## config.mk

```make
export PLATFORM = sky130hd
export DESIGN_NAME = balu_rs
export DESIGN_NICKNAME = d
export VERILOG_FILES = /design/src/rtl/balu_rs_pkg.sv /design/src/rtl/balu_rs_pick.sv /design/src/rtl/balu_rs.sv
export SDC_FILE = /design/constraint.sdc
export NUM_CORES = 1
export LEC_CHECK = 0
export CORE_UTILIZATION = 30
export DETAILED_ROUTE_END_ITERATION = 6
export PLACE_DENSITY = 0.43
export SETUP_SLACK_MARGIN = 0.1
export SLEW_MARGIN = 15
export SYNTH_ARGS = -nofsm -noshare
export SYNTH_HDL_FRONTEND = slang
export SYNTH_SLANG_ARGS = --single-unit
```

## constraint.sdc

```tcl
create_clock -name clk -period 4.3 [get_ports clk]
set_input_delay 1.29 -clock clk [delete_from_list [all_inputs] [get_ports clk]]
set_output_delay 1.29 -clock clk [all_outputs]
set_load 0.01 [all_outputs]
```

## src/rtl/balu_rs_pkg.sv

```systemverilog
// Shared opcodes and entry-state encodings for the branch reservation station.
package balu_rs_pkg;

   localparam logic [2:0] BALU_EQ  = 3'd0;
   localparam logic [2:0] BALU_NE  = 3'd1;
   localparam logic [2:0] BALU_LT  = 3'd2;
   localparam logic [2:0] BALU_GE  = 3'd3;
   localparam logic [2:0] BALU_LTU = 3'd4;
   localparam logic [2:0] BALU_GEU = 3'd5;

   typedef enum logic [1:0] {
      BRS_FREE   = 2'd0,
      BRS_WAIT   = 2'd1,
      BRS_RDY    = 2'd2,
      BRS_ISSUED = 2'd3
   } brs_state_t;

   // Cycles after a flush during which results are ignored and dispatch is blocked.
   localparam logic [1:0] BRS_DRAIN_CYCLES = 2'd2;

endpackage

```

## src/rtl/balu_rs_pick.sv

```systemverilog
// Lowest-index-first picker: one-hot grant plus zero-based encoded index.
module balu_rs_pick #(
   parameter int N  = 7,
   parameter int IW = 3
) (
   input  logic [N-1:0]  req,
   output logic [N-1:0]  grant,
   output logic [IW-1:0] idx,
   output logic          any
);

   // Scan downward so the lowest set request is the last one to win.
   always_comb begin
      grant = '0;
      idx   = '0;
      any   = 1'b0;
      for (int i = N - 1; i >= 0; i--) begin
         if (req[i]) begin
            grant    = '0;
            grant[i] = 1'b1;
            idx      = IW'(i);
            any      = 1'b1;
         end
      end
   end

endmodule

```

## src/rtl/balu_rs.sv

```systemverilog
// Branch reservation station in front of balu: holds compare-branch ops until operands
// arrive on the CDB, issues one ready op per cycle, and frees entries on balu's result.
module balu_rs
   import balu_rs_pkg::*;
#(
   parameter int WIDTH = 32,
   parameter int RSBIT = 3,
   parameter int TAGW  = 5
) (
   input  logic             clk,
   input  logic             rst,
   input  logic             flush,
   input  logic             disp_valid,
   output logic             disp_ready,
   output logic [RSBIT-1:0] disp_rs,
   input  logic [2:0]       disp_op,
   input  logic [WIDTH-1:0] disp_vl,
   input  logic             disp_vl_ok,
   input  logic [TAGW-1:0]  disp_vl_tag,
   input  logic [WIDTH-1:0] disp_vr,
   input  logic             disp_vr_ok,
   input  logic [TAGW-1:0]  disp_vr_tag,
   input  logic             cdb_valid,
   input  logic [TAGW-1:0]  cdb_tag,
   input  logic [WIDTH-1:0] cdb_value,
   output logic [RSBIT-1:0] iss_rs,
   output logic [2:0]       iss_op,
   output logic [WIDTH-1:0] iss_vl,
   output logic [WIDTH-1:0] iss_vr,
   input  logic [RSBIT-1:0] res_rs,
   input  logic             res_taken,
   output logic             done_valid,
   output logic [RSBIT-1:0] done_rs,
   output logic             done_taken
);

   localparam int NE = 2 ** RSBIT;

   // Entry id 0 means "none", so storage covers ids 1..NE-1 only.
   brs_state_t       state_reg  [1:NE-1];
   logic [2:0]       op_reg     [1:NE-1];
   logic [WIDTH-1:0] vl_reg     [1:NE-1];
   logic [WIDTH-1:0] vr_reg     [1:NE-1];
   logic             vl_ok_reg  [1:NE-1];
   logic             vr_ok_reg  [1:NE-1];
   logic [TAGW-1:0]  vl_tag_reg [1:NE-1];
   logic [TAGW-1:0]  vr_tag_reg [1:NE-1];

   logic [NE-1:1]    free_req, free_grant, rdy_req, iss_grant, res_hit;
   logic [RSBIT-1:0] free_idx, rdy_idx;
   logic             free_any, rdy_any;

   logic [1:0]       drain_reg;
   logic [RSBIT-1:0] iss_rs_reg, done_rs_reg;
   logic [2:0]       iss_op_reg;
   logic [WIDTH-1:0] iss_vl_reg, iss_vr_reg;
   logic             done_valid_reg, done_taken_reg;

   logic             disp_fire, res_ok, disp_vl_got, disp_vr_got;
   logic [2:0]       sel_op;
   logic [WIDTH-1:0] sel_vl, sel_vr;

   balu_rs_pick #(.N(NE - 1), .IW(RSBIT)) u_pick_free (
      .req   (free_req),
      .grant (free_grant),
      .idx   (free_idx),
      .any   (free_any)
   );

   balu_rs_pick #(.N(NE - 1), .IW(RSBIT)) u_pick_rdy (
      .req   (rdy_req),
      .grant (iss_grant),
      .idx   (rdy_idx),
      .any   (rdy_any)
   );

   assign disp_ready  = free_any && (drain_reg == 2'd0);
   assign disp_rs     = disp_ready ? (free_idx + RSBIT'(1)) : '0;
   assign disp_fire   = disp_valid && disp_ready;
   assign res_ok      = (drain_reg == 2'd0) && (res_rs != '0);
   // A pending operand whose producer broadcasts in the dispatch cycle is captured directly.
   assign disp_vl_got = disp_vl_ok || (cdb_valid && (cdb_tag == disp_vl_tag));
   assign disp_vr_got = disp_vr_ok || (cdb_valid && (cdb_tag == disp_vr_tag));

   for (genvar gi = 1; gi < NE; gi++) begin : g_ent
      logic vl_wake, vr_wake;

      assign free_req[gi] = (state_reg[gi] == BRS_FREE);
      assign rdy_req[gi]  = (state_reg[gi] == BRS_RDY);
      assign res_hit[gi]  = res_ok && (res_rs == RSBIT'(gi)) && (state_reg[gi] == BRS_ISSUED);
      assign vl_wake      = cdb_valid && !vl_ok_reg[gi] && (cdb_tag == vl_tag_reg[gi]);
      assign vr_wake      = cdb_valid && !vr_ok_reg[gi] && (cdb_tag == vr_tag_reg[gi]);

      always_ff @(posedge clk) begin
         if (rst || flush) begin
            state_reg[gi] <= BRS_FREE;
         end else if (disp_fire && free_grant[gi]) begin
            state_reg[gi]  <= (disp_vl_got && disp_vr_got) ? BRS_RDY : BRS_WAIT;
            op_reg[gi]     <= disp_op;
            vl_reg[gi]     <= disp_vl_ok ? disp_vl : cdb_value;
            vr_reg[gi]     <= disp_vr_ok ? disp_vr : cdb_value;
            vl_ok_reg[gi]  <= disp_vl_got;
            vr_ok_reg[gi]  <= disp_vr_got;
            vl_tag_reg[gi] <= disp_vl_tag;
            vr_tag_reg[gi] <= disp_vr_tag;
         end else if (state_reg[gi] == BRS_WAIT) begin
            if (vl_wake) begin
               vl_reg[gi]    <= cdb_value;
               vl_ok_reg[gi] <= 1'b1;
            end
            if (vr_wake) begin
               vr_reg[gi]    <= cdb_value;
               vr_ok_reg[gi] <= 1'b1;
            end
            if ((vl_ok_reg[gi] || vl_wake) && (vr_ok_reg[gi] || vr_wake))
               state_reg[gi] <= BRS_RDY;
         end else if (iss_grant[gi]) begin
            state_reg[gi] <= BRS_ISSUED;
         end else if (res_hit[gi]) begin
            state_reg[gi] <= BRS_FREE;
         end
      end
   end

   always_comb begin
      sel_op = '0;
      sel_vl = '0;
      sel_vr = '0;
      for (int i = 1; i < NE; i++) begin
         if (iss_grant[i]) begin
            sel_op = sel_op | op_reg[i];
            sel_vl = sel_vl | vl_reg[i];
            sel_vr = sel_vr | vr_reg[i];
         end
      end
   end

   always_ff @(posedge clk) begin
      if (rst) begin
         iss_rs_reg     <= '0;
         iss_op_reg     <= '0;
         iss_vl_reg     <= '0;
         iss_vr_reg     <= '0;
         done_valid_reg <= 1'b0;
         done_rs_reg    <= '0;
         done_taken_reg <= 1'b0;
         drain_reg      <= '0;
      end else if (flush) begin
         iss_rs_reg     <= '0;
         done_valid_reg <= 1'b0;
         drain_reg      <= BRS_DRAIN_CYCLES;
      end else begin
         if (rdy_any) begin
            iss_rs_reg <= rdy_idx + RSBIT'(1);
            iss_op_reg <= sel_op;
            iss_vl_reg <= sel_vl;
            iss_vr_reg <= sel_vr;
         end else begin
            iss_rs_reg <= '0;
         end
         done_valid_reg <= |res_hit;
         if (|res_hit) begin
            done_rs_reg    <= res_rs;
            done_taken_reg <= res_taken;
         end
         if (drain_reg != 2'd0)
            drain_reg <= drain_reg - 2'd1;
      end
   end

   assign iss_rs     = iss_rs_reg;
   assign iss_op     = iss_op_reg;
   assign iss_vl     = iss_vl_reg;
   assign iss_vr     = iss_vr_reg;
   assign done_valid = done_valid_reg;
   assign done_rs    = done_rs_reg;
   assign done_taken = done_taken_reg;

endmodule

```

==> After elaboration in Yosys (flattened, before gate mapping) <==
Memory sizes are Yosys's and may differ from the RTL's.
Cells that the tools add are included.
{ "op_classes": {"muxes": 384, "n_eq_ne": 44, "reduce_logical": 127, "n_addsub": 3, "bitwise": 76} }
{ "op_table": {"columns": ["cell", "n"], "rows": [
  ["$mux 32", 30],
  ["$or 32x32->32", 12],
  ["$mux 1", 251],
  ["$mux 3", 46],
  ["$mux 7", 14],
  ["$eq 5x5->1", 16],
  ["$logic_and 1x1->1", 62],
  ["$mux 2", 31],
  ["$mux 5", 12],
  ["$reduce_or 5->1", 12],
  ["$or 1x1->1", 56],
  ["$eq 2x2->1 const B", 14],
  ["$reduce_or 3->1", 7],
  ["$or 3x3->3", 6],
  ["$logic_or 1x1->1", 17],
  ["$logic_not 2->1", 8],
  ["$eq 2x1->1 const B", 7],
  ["$logic_not 1->1", 14],
  ["$eq 3x3->1 const B", 4],
  ["$reduce_or 7->1", 1],
  ["$add 3x1->3 const B", 2],
  ["$eq 3x2->1 const B", 2],
  ["$reduce_and 2->1", 2],
  ["$reduce_bool 2->1", 2],
  ["5 further kinds", 6]
]} }
{ "word_totals": {"ram_bits": 567, "register_bits": 77, "mem_count": 8, "output_inout_bits": 79} }
{ "mem_list": {"columns": ["memory", "depth", "word_bits", "rd", "rd_ports_with_merged_regs", "write_ports", "line_no", "source"], "rows": [
  ["vl_reg", 7, 32, 7, 0, 7, "balu_rs.sv:42", "logic [WIDTH-1:0] vl_reg [1:NE-1];"],
  ["vr_reg", 7, 32, 7, 0, 7, "balu_rs.sv:43", "logic [WIDTH-1:0] vr_reg [1:NE-1];"],
  ["vl_tag_reg", 7, 5, 7, 0, 1, "balu_rs.sv:46", "logic [TAGW-1:0] vl_tag_reg [1:NE-1];"],
  ["vr_tag_reg", 7, 5, 7, 0, 1, "balu_rs.sv:47", "logic [TAGW-1:0] vr_tag_reg [1:NE-1];"],
  ["op_reg", 7, 3, 7, 0, 1, "balu_rs.sv:41", "logic [2:0] op_reg [1:NE-1];"],
  ["state_reg", 7, 2, 7, 0, 7, "balu_rs.sv:40", "brs_state_t state_reg [1:NE-1];"],
  ["+2 memories", null, null, null, null, null, null, null]
]} }

==> Depth between registers and ports, before layout <==
Gate-level depths: netlist of run 1.
{ "depth": {"ltp_word": 21, "depth_mapped": 9} }

==> By module <==
A second synthesis of run 1 with hierarchy kept.
{ "hier_totals": {"cells_unflattened": 1988, "hier_area_um2": 30804.5} }
{ "by_module_without_submodules": {"columns": ["module", "instances", "area_each_um2", "cells_per_inst", "seq_area_each_um2"], "rows": [
  ["balu_rs", 1, 30571.8, 1950, 18567.8],
  ["balu_rs_pick", 2, 116.4, 19, 0.0]
]} }

==> Worst setup path before layout of run 1 <==
No wires, ideal clock.
{ "synth_timing": {"path_type": "input-to-reg", "startpoint": "input cdb_tag[2]", "endpoint": "register vl_ok_reg[0][1] (netlist name)", "arrival_time_ns": 2.997, "required_ns": 3.909, "setup_ns": 0.391, "path_slack_ns": 0.913, "cell_stages": 6, "cell_sequence": "buf_2 > buf_6 > xor2_1 > nor4_1 > nand3_1 > nand2_1"} }
{ "synth_lines": {"columns": ["item", "line_no", "source"], "rows": [
  ["start: declaration", "balu_rs.sv:24", "input logic [TAGW-1:0] cdb_tag,"]
]} }

==> metrics.json, run 1 <==
{
  "synth": {
    "synth_area_per_cell_um2": 15.1,
    "synth_top_cells_by_area": "edfxtp_1 57%, mux2_1 16%, dfxtp_1 5.2%",
    "syn_inst": 1971,
    "number_of_flops_mapped_to_enable_cells_by_yosys": 567,
    "netlist.top_cell.by_area": "edfxtp_1",
    "synth_top_area_share_pct": 57.2,
    "ys_ff_latch": 644,
    "yosysUniqueCellTypes": 67,
    "ys_seq_area_share_pct": 62.4,
    "async_s_r_ff_share_synth_pct": 0,
    "synth_top_flop_cell": "edfxtp_1",
    "synth.cell_area_um2": 29800,
    "synthesized_nets": 2098,
    "ys_warn_count": 0
  },
  "clock_tree": {
    "cts-buffers-inserted": 77,
    "bufs_on_longest_clock_path": 3,
    "worst_setup_hold_path_clk_slew_ns": 0.06,
    "clk-insertion-delay-late_ns": 0.64,
    "htree_num_levels": 3,
    "cts-root-buf": "clkbuf_16",
    "cts_tree": "built",
    "tritoncts_num_sinks": 644
  },
  "placement": {
    "routabilityCongestion": 0.852,
    "place_hpwl_um": 61800,
    "preCtsSetupSlack_ns": -0.0133,
    "placement.io_buffers": 203
  },
  "layout": {
    "layout.cells.most_common_list": "567 x edfxtp_1, 436 x mux2_1, 202 x clkdlybuf4s50_1, 134 x a222oi_1, 93 x nor2_1",
    "area_growth_pct": 22.7,
    "most_common_cell_after_layout_fill_and_taps_aside": "edfxtp_1",
    "post_route_cells_drive_above_1_share_pct": 12.5,
    "nets": 2308
  },
  "timing": {
    "min_period_over_period_pct": 93.4,
    "timing.max_slew.rel_slack_pct": 24.4,
    "finalSetupViolCount": 0,
    "grt_setup_unrepaired": "no",
    "fin_hold_ws_ns": 0.481,
    "finalClockSkew_ns": 0.0291,
    "tightest_slew_ns": 1.13,
    "report.final.slew_viol_count": 0,
    "worst_slack_ns": 0.284,
    "period_needed_ns": 4.02,
    "achievable-frequency_mhz": 249,
    "final_hold_viol_count": 0
  },
  "detailed_routing": {
    "met2_length_um": 49200,
    "met1_length_um": 43200,
    "route.top_layer_used": "met5",
    "drcViolationCount": 6,
    "antenna_left": 0,
    "finalWirelength_um": 101000,
    "avgViaCountPerCell": 5.43,
    "routed_wire_length_per_instance_um": 28.7,
    "vias": 19202,
    "drt-pass1-iter-count": 7,
    "dr.first_iter.drc_count": 2071,
    "met3_wirelength_um": 5920
  },
  "power": {
    "comb_power_share_pct": 13.3,
    "peakVddDrop_mv": 0.277,
    "p_clk_share_pct": 42.0,
    "power_per_cell_area_nw_per_um2": 438,
    "swShare_pct": 25.3,
    "power_report.internal_total_uw": 11900,
    "p_sw_uw": 4050,
    "seqPwrFrac_pct": 44.6,
    "leak_pwr_uw": 0.0120
  },
  "setup_path": {
    "setup.worst_path.end_class": "primary output",
    "worst_r2r_endpoint": "iss_vl[15]",
    "timing.critical_path.arrival_ns": 2.73,
    "setup.worst_path.start": "state_reg[0][7]",
    "crit_path_max_fanout": 11,
    "worstSetupStartpointType": "flop",
    "worstPathRequired_ns": 3.01,
    "rrSetupSlack_ns": 1.36,
    "worst_setup_path_type": "reg2out",
    "reg2reg_depth": 6,
    "setup.worst_path.end": "disp_rs[2]",
    "r2r-start": "state_reg[0][7]"
  },
  "global_route": {
    "grt_usage_pct": 20.0,
    "grt_pass1_vias": 19760,
    "grt_first_pass_wirelength_um": 144000,
    "grt_max_degree": 125,
    "initial_antenna_violation_count": 5,
    "globalRouteOverflowTotal": 0
  },
  "job": {
    "timing.max_cap.violations": 0
  },
  "status": {
    "violated_checks": "design-rule violations",
    "run_status": "finished, violations left"
  },
  "die": {
    "start_util_pct": 30.3,
    "core.rowCount": 115,
    "design.die.area_um2": 100000,
    "boundaryPins": 204,
    "placeableCoreArea_um2": 98300,
    "die_width_um": 317,
    "floorplan.die.height_um": 317
  },
  "worst_hold_path": {
    "hp-class": "reg2reg"
  }
}
==> what timing repair did <==
action                     in CTS  in global routing
resized for setup               1                  1
hold buffers                    0                  0
setup endpoints to repair       2                  2
buffers inserted                0                  1
==> metrics by stage <==
| stage | total power, uW | util, % | std cells | instance area (um^2) | TNS (ns) |
|---|---|---|---|---|---|
| final | 16000 | 37.1 | 3535 | 36500 | 0 |
| after global routing | 16500 | 37.1 | 3532 | 36500 | 0 |
| after CTS | 16200 | 37.1 | 3529 | 36500 | 0 |
| after detailed placement | 9420 | 34.5 | 3388 | 33900 | -0.0222 |
| after global placement | 9400 | 34.5 | 3388 | 33900 | 0 |
| after floorplan | 8370 | - | 1971 | 29800 | 0 |
==> layer usage <==
| layer | global-route usage (%) | up-vias |
|---|---|---|
| met3 | 3.42 | 158 |
| met5 | 0 | - |
| met1 | 25.9 | 9909 |
| met2 | 33.9 | 692 |
| met4 | 6.22 | 6 |
| li1 | - | 8437 |
==> power groups by stage <==
stage / clock network, uW / registers, uW / logic, uW
CTS: 6880 / 7140 / 2160
detailed placement: 0 / 7270 / 2150
finish: 6720 / 7140 / 2130
global route: 7080 / 7150 / 2290
floorplan: 0 / 7250 / 1120
global placement: 0 / 7270 / 2130
==> worst max-delay path, stage by stage, from the launching register on <==
cell,delay (ns)
edfxtp_1,0.59
nor2_1,0.35
nor2_1,0.09
a21oi_1,0.17
ha_1,0.19
xnor2_1,0.08
nor2_1,0.08
clkdlybuf4s50_1,0.54
==> final cells by class <==
type / instances / area, um^2
Multi-Input combinational cell: 1132 / 10200
Antenna cell: 5 / 12.5
Tap cell: 1287 / 1610
Fill cell: 9257 / 61800
Timing Repair Buffer: 311 / 3440
Clock buffer: 107 / 2140
Clock inverter: 34 / 433
Inverter: 15 / 56.3
Sequential cell: 644 / 18600
==> logic make-up after synthesis <==
logic type / Yosys count / synth area share, %
XOR/XNOR: 82 / 2.41
multiplexers: 452 / 17.1
AND/OR/NAND/NOR: 273 / 4.65
flip-flops: 644 / 62.4
adder cells (fa/ha/maj): 2 / 0.0841
buffers and inverters: 195 / 3.64
AO/OA/AOI/OAI: 323 / 9.73
==> cell usage after synthesis (2+ instances only) <==
library cell	instances
nor3b_1	5
nand3b_1	3
nand2_1	54
dfxtp_1	77
nand4_1	10
nand4b_1	5
edfxtp_1	567
mux2i_1	4
nor2_1	95
mux2_1	436
a22o_1	67
nor2b_1	6
o32ai_1	2
buf_1	3
mux2_2	12
a31oi_1	6
nand2_2	6
buf_2	35
xnor2_1	15
o21ai_0	3
a31o_2	4
xor2_1	67
nand2b_1	20
and4_1	2
buf_6	28
nand3_1	11
or2_1	2
o22ai_1	8
o21ai_1	2
o2111ai_1	2
inv_1	15
a41oi_1	3
or3_1	2
a222oi_1	134
nor2_2	5
nor4_1	17
clkbuf_1	88
nor3_1	14
ha_1	2
a21o_1	2
a21oi_1	13
a311oi_1	67
buf_4	25
and3_1	4
==> worst min-delay path by stage <==
stage                     cells past startpoint      endpoint          from  slack (ns)
after floorplan                               1  drain_reg[0]  drain_reg[0]        0.44
after global placement                        1  drain_reg[0]  drain_reg[0]        0.46
after detailed placement                      2    done_rs[1]    done_rs[1]        0.47
after CTS                                     2    done_rs[2]    done_rs[2]        0.49
after global routing                          2    done_rs[1]    done_rs[1]        0.51
final                                         2    done_rs[2]    done_rs[2]        0.48
(Power assumes the default switching activity.)
==> run 2: changes to the inputs <==
Settings changed: CAP_MARGIN set to 20, CTS_CLUSTER_SIZE set to 40.
==> run 2 against run 1 <==
  * The flow now finishes without violations
  * Critical path depth unchanged
  * Via count about the same
  * Register-to-register slack about the same
  * Total power about the same
  * Hold slack about the same
  * Design area about the same
  * Largest cell class unchanged
  * Highest routed layer unchanged
==> metrics.json, run 2 (synthesis results as in run 1) <==
{
  "setup_path": {
    "worst_setup_path_type": "reg2out",
    "worstSetupStartpointType": "flop",
    "worstPathRequired_ns": 3.01,
    "setup.worst_path.end_class": "primary output",
    "crit_path_max_fanout": 6,
    "timing.critical_path.arrival_ns": 2.72,
    "rrSetupSlack_ns": 1.35
  },
  "global_route": {
    "grt_first_pass_wirelength_um": 144000,
    "initial_antenna_violation_count": 5,
    "grt_usage_pct": 20.0,
    "globalRouteOverflowTotal": 0,
    "grt_pass1_vias": 19764,
    "grt_max_degree": 125
  },
  "layout": {
    "nets": 2308,
    "area_growth_pct": 22.6,
    "fin_area_um2": 36500,
    "layout.cells.most_common_list": "567 x edfxtp_1, 436 x mux2_1, 202 x clkdlybuf4s50_1, 134 x a222oi_1, 93 x nor2_1",
    "post_route_cells_drive_above_1_share_pct": 12.5,
    "nFillCells": 9258,
    "most_common_cell_after_layout_fill_and_taps_aside": "edfxtp_1",
    "layout.cells.non_filler": 3534
  },
  "die": {
    "die_width_um": 317,
    "floorplan.die.height_um": 317,
    "placeableCoreArea_um2": 98300,
    "start_util_pct": 30.3,
    "boundaryPins": 204,
    "design.die.area_um2": 100000,
    "core.rowCount": 115
  },
  "power": {
    "power_per_cell_area_nw_per_um2": 438,
    "peakVddDrop_mv": 0.278,
    "leak_pwr_uw": 0.0120,
    "p_total_uw": 16000
  },
  "detailed_routing": {
    "antenna_left": 0,
    "drcViolationCount": 0,
    "vias": 19220,
    "drt-pass1-iter-count": 6,
    "avgViaCountPerCell": 5.44,
    "dr.first_iter.drc_count": 2114,
    "finalWirelength_um": 101000,
    "routed_wire_length_per_instance_um": 28.7
  },
  "timing": {
    "final_hold_viol_count": 0,
    "min_period_over_period_pct": 93.4,
    "report.final.slew_viol_count": 0,
    "achievable-frequency_mhz": 249,
    "tightest_slew_ns": 1.11,
    "fin_hold_ws_ns": 0.481,
    "worst_slack_ns": 0.285,
    "timing.max_slew.rel_slack_pct": 26.1,
    "period_needed_ns": 4.01,
    "grt_setup_unrepaired": "no",
    "finalClockSkew_ns": 0.0296,
    "finalSetupViolCount": 0
  },
  "placement": {
    "placement.io_buffers": 203,
    "preCtsSetupSlack_ns": -0.0133,
    "post_dp_cell_area_um2": 33900,
    "place_hpwl_um": 61800,
    "routabilityCongestion": 0.852,
    "dpl.cell_count": 3388
  },
  "job": {
    "timing.max_cap.violations": 0
  },
  "clock_tree": {
    "postCtsHoldBufs": 0,
    "clk-insertion-delay-late_ns": 0.63,
    "cts_tree": "built",
    "htree_num_levels": 3,
    "bufs_on_longest_clock_path": 3,
    "cts-root-buf": "clkbuf_16",
    "worst_setup_hold_path_clk_slew_ns": 0.06,
    "cts-buffers-inserted": 77,
    "tritoncts_num_sinks": 644
  },
  "worst_hold_path": {
    "hp-class": "reg2reg"
  },
  "status": {
    "run_status": "finished clean"
  }
}
[run 2: layer usage]
metal	part of all wire (%)	wire, um	vias to the layer above	global-route usage, %
met3	5.7	5790	160	3.42
met1	43	43300	9982	25.9
li1	-	-	8426	-
met2	49	49400	646	33.9
met4	2.9	2960	6	6.22
met5	0.035	36	-	0
[run 2: final cells by class]
cell class / instances / area, um^2 / area share (%)
Timing Repair Buffer: 311 / 3440 / 9.43
Antenna cell: 4 / 10.0 / 0.0274
Clock inverter: 34 / 433 / 1.19
Tap cell: 1287 / 1610 / 4.41
Clock buffer: 107 / 2140 / 5.87
Multi-Input combinational cell: 1132 / 10200 / 28.0
Sequential cell: 644 / 18600 / 50.9
Inverter: 15 / 56.3 / 0.154
[run 2: where the power goes]
group          total [uW]  switching [uW]  internal [uW]
logic                2130            1230            905
registers            7140             137           7000
clock network        6710            2680           4030
[run 2: timing repair]
action | in CTS | in global routing
gates resized for setup | 1 | 1
buffers inserted | 0 | 1
endpoints found under the setup margin | 2 | 2
pin swaps | 0 | 0
gates cloned | 0 | 0
[run 2: worst paths after layout]
check	start	end	depth (start not counted)
setup / recovery	state_reg[0][12]	disp_rs[2]	7
hold / removal	done_rs[2]	done_rs[2]	2
setup reg to reg	state_reg[0][7]	iss_vl[11]	6
hold reg to reg	done_rs[2]	done_rs[2]	2
[run 2: stage by stage]
stage / utilization, % / TNS (ns)
6_report: 37.1 / 0
5_1_grt: 37.1 / 0
4_1_cts: 37.1 / 0
3_5_place_dp: 34.5 / -0.0222
3_3_place_gp: 34.5 / 0
2_1_floorplan: - / 0
[run 2: critical path, stage by stage, from the launching register on]
cell	delay, ns
edfxtp_1	0.49
nor3_2	0.28
o22ai_1	0.11
a21oi_1	0.29
ha_1	0.22
xnor2_1	0.08
nor2_1	0.08
clkdlybuf4s50_1	0.54
==> run 3: changes to the inputs <==
Settings changed: SYNTH_HIERARCHICAL set to 1, TNS_END_PERCENT set to 1.
==> run 3 against run 2 <==
  * First-iteration DRC count shrank 15%
  * Clock-buffer cell count increased by 8
  * Fmax decreased by 0.90%
  * Via count decreased by 0.14%
  * Wire length rose by 2.6%
  * Synthesized cell count up 0.86%
  * Design area grew 2.6%
  * Register-to-register slack got worse by 0.69 ns
  * Global-route usage down 0.12 points
  * Largest cell class unchanged
  * Largest power group unchanged
  * Highest routed layer unchanged
==> metrics.json, run 3 <==
{
  "worst_hold_path": {
    "hold_path_depth": 2,
    "hp-class": "reg2reg",
    "hold_path.startpoint": "done_rs[1]",
    "min_delay_worst_endpoint": "done_rs[1]"
  },
  "timing": {
    "tightest_slew_ns": 0.963,
    "finalClockSkew_ns": 0.0395,
    "min_period_over_period_pct": 94.2,
    "timing.max_slew.rel_slack_pct": 35.6,
    "report.final.slew_viol_count": 0,
    "fin_tns_setup_ns": 0,
    "fin_hold_ws_ns": 0.474,
    "grt_setup_unrepaired": "no",
    "finalSetupViolCount": 0,
    "achievable-frequency_mhz": 247,
    "final_hold_viol_count": 0,
    "period_needed_ns": 4.05
  },
  "synth": {
    "yosysUniqueCellTypes": 59,
    "synth.cell_area_um2": 30800,
    "async_s_r_ff_share_synth_pct": 0,
    "synth_top_flop_cell": "edfxtp_1",
    "syn_inst": 1988,
    "netlist.top_cell.by_area": "edfxtp_1",
    "synth_top_cells_by_area": "edfxtp_1 55%, mux2_2 9.1%, mux2_4 8.8%",
    "ys_seq_area_share_pct": 60.3,
    "ys_top_cells_by_count": "567 x edfxtp_1, 250 x mux2_2, 180 x mux2_4, 112 x clkbuf_1, 104 x nor2_1",
    "ys_warn_count": 6,
    "synthesized_nets": 2115,
    "synth_area_per_cell_um2": 15.5,
    "synth_top_area_share_pct": 55.3,
    "number_of_flops_mapped_to_enable_cells_by_yosys": 567,
    "ys_ff_latch": 644,
    "yosys.cell_count.top_type": "edfxtp_1"
  },
  "setup_path": {
    "worstPathRequired_ns": 3.01,
    "crit_path_cell_trace": "nor2_4 > inv_1 > a221oi_4 > ha_1 > xnor2_1 > nor2_1 > clkdlybuf4s50_1",
    "reg2reg_depth": 10,
    "crit_path_max_fanout": 6,
    "r2r-start": "state_reg[0][1]",
    "rrSetupSlack_ns": 0.66,
    "crit_slowest_cell": "clkdlybuf4s50_1",
    "worst_setup_path_type": "reg2out",
    "timing.critical_path.arrival_ns": 2.76,
    "cp_slowest_stage_delay_ns": 0.54,
    "setup.worst_path.end_class": "primary output",
    "worstSetupStartpointType": "flop",
    "worst_r2r_endpoint": "vl_reg[0][0]"
  },
  "placement": {
    "placement.io_buffers": 203,
    "place_hpwl_um": 62300,
    "routabilityCongestion": 0.770
  },
  "clock_tree": {
    "cts-buffers-inserted": 78,
    "htree_num_levels": 3,
    "worst_setup_hold_path_clk_slew_ns": 0.06,
    "tritoncts_num_sinks": 644,
    "clk-insertion-delay-late_ns": 0.65,
    "cts-root-buf": "clkbuf_16",
    "bufs_on_longest_clock_path": 3,
    "cts_tree": "built"
  },
  "die": {
    "design.die.area_um2": 104000,
    "floorplan.die.height_um": 322,
    "core.rowCount": 117,
    "die_width_um": 322,
    "start_util_pct": 30.3,
    "boundaryPins": 204,
    "placeableCoreArea_um2": 102000
  },
  "global_route": {
    "grt_first_pass_wirelength_um": 147000,
    "initial_antenna_violation_count": 15,
    "grt_max_degree": 65,
    "globalRouteOverflowTotal": 0,
    "grt_usage_pct": 19.9,
    "grt_pass1_vias": 19856
  },
  "layout": {
    "most_common_cell_after_layout_fill_and_taps_aside": "edfxtp_1",
    "layout.cells.most_common_list": "567 x edfxtp_1, 250 x mux2_2, 202 x clkdlybuf4s50_1, 180 x mux2_4, 98 x nor2_1",
    "post_route_cells_drive_above_1_share_pct": 31.5,
    "nFillCells": 9688,
    "area_growth_pct": 21.6,
    "nets": 2319
  },
  "detailed_routing": {
    "dr.first_iter.drc_count": 1802,
    "drcViolationCount": 0,
    "antenna_left": 0,
    "routed_wire_length_per_instance_um": 28.7,
    "avgViaCountPerCell": 5.29,
    "vias": 19193,
    "finalWirelength_um": 104000,
    "drt-pass1-iter-count": 7
  },
  "power": {
    "leak_pwr_uw": 0.0127,
    "peakVddDrop_mv": 0.250,
    "power_per_cell_area_nw_per_um2": 433
  },
  "job": {
    "timing.max_cap.violations": 0
  },
  "status": {
    "run_status": "finished clean"
  }
}
## run 3: power breakdown
part | switching, uW | internal (uW)
clock | 2740 | 4160
combinational | 1170 | 1020
sequential | 125 | 6990
## run 3: through the flow
stage	worst slack, ns	utilization [%]	power (uW)	instance area [um^2]	cells
finish	0.249	36.8	16200	37500	3628
global route	0.117	36.8	16800	37500	3625
CTS	0.101	36.8	16400	37400	3623
detailed placement	0.226	34.1	9440	34700	3480
global placement	0.235	34.1	9420	34700	3480
floorplan	0.871	-	8460	30800	1988
## run 3: layout make-up
type | instances | area [um^2] | share of cell area, %
flip-flops and latches | 644 | 18600 | 49.6
multi-input cells | 1150 | 11100 | 29.6
repair buffers | 299 | 3330 | 8.88
clock buffers | 115 | 2300 | 6.15
well taps | 1368 | 1710 | 4.57
clock inverters | 28 | 392 | 1.05
inverters | 19 | 71.3 | 0.190
diodes | 5 | 12.5 | 0.0334
## run 3: timing repair
item / CTS / global route
setup buffers: 0 / 0
hold buffers: 0 / 0
setup endpoints to repair: 2 / 2
resized for setup: 3 / 5
## run 3: worst max-delay path by stage
| stage | start | to | slack [ns] | cells after the start |
|---|---|---|---|---|
| 3_3_place_gp | cdb_tag[4] | vr_reg[0][183] | 0.23 | 9 |
| 2_1_floorplan | cdb_tag[0] | vr_ok_reg[0][1] | 0.87 | 6 |
| 4_1_cts | state_reg[0][3] | disp_rs[2] | 0.10 | 7 |
| 5_1_grt | state_reg[0][11] | disp_rs[2] | 0.12 | 7 |
| 3_5_place_dp | cdb_tag[4] | vr_reg[0][171] | 0.23 | 9 |
| 6_report | state_reg[0][3] | disp_rs[2] | 0.25 | 7 |
## run 3: cell families (layout without fill, tap and decap cells)
logic type                 after synthesis  after routing  share of synthesized area (%)
other                                    0              5                              0
AOI/OAI and AO/OA                      335            335                           9.77
xor gates and xnor gates                79             79                           2.25
buffers and inverters                  194            461                           4.15
DFF                                    644            644                           60.3
muxes                                  451            451                           18.7
and+or+nand+nor                        283            283                           4.81
adders and majority gates                2              2                         0.0812
## run 3: worst max-delay path: cells and delay by family, from the launching register on
kind                       cells  cell delay (ns)
xor gates and xnor gates       1             0.10
DFF                            1             0.53
adders and majority gates      1             0.22
AOI/OAI and AO/OA              1             0.35
and+or+nand+nor                2             0.29
buffers and inverters          2             0.65
## run 3: per-layer routing
layer | share of wire, % | track usage (%) | vias to the layer above
met2 | 48 | 33.2 | 629
met1 | 44 | 26.5 | 10030
met5 | 0.036 | 0 | -
met4 | 2.1 | 5.26 | 6
li1 | - | - | 8403
met3 | 6.4 | 3.38 | 125
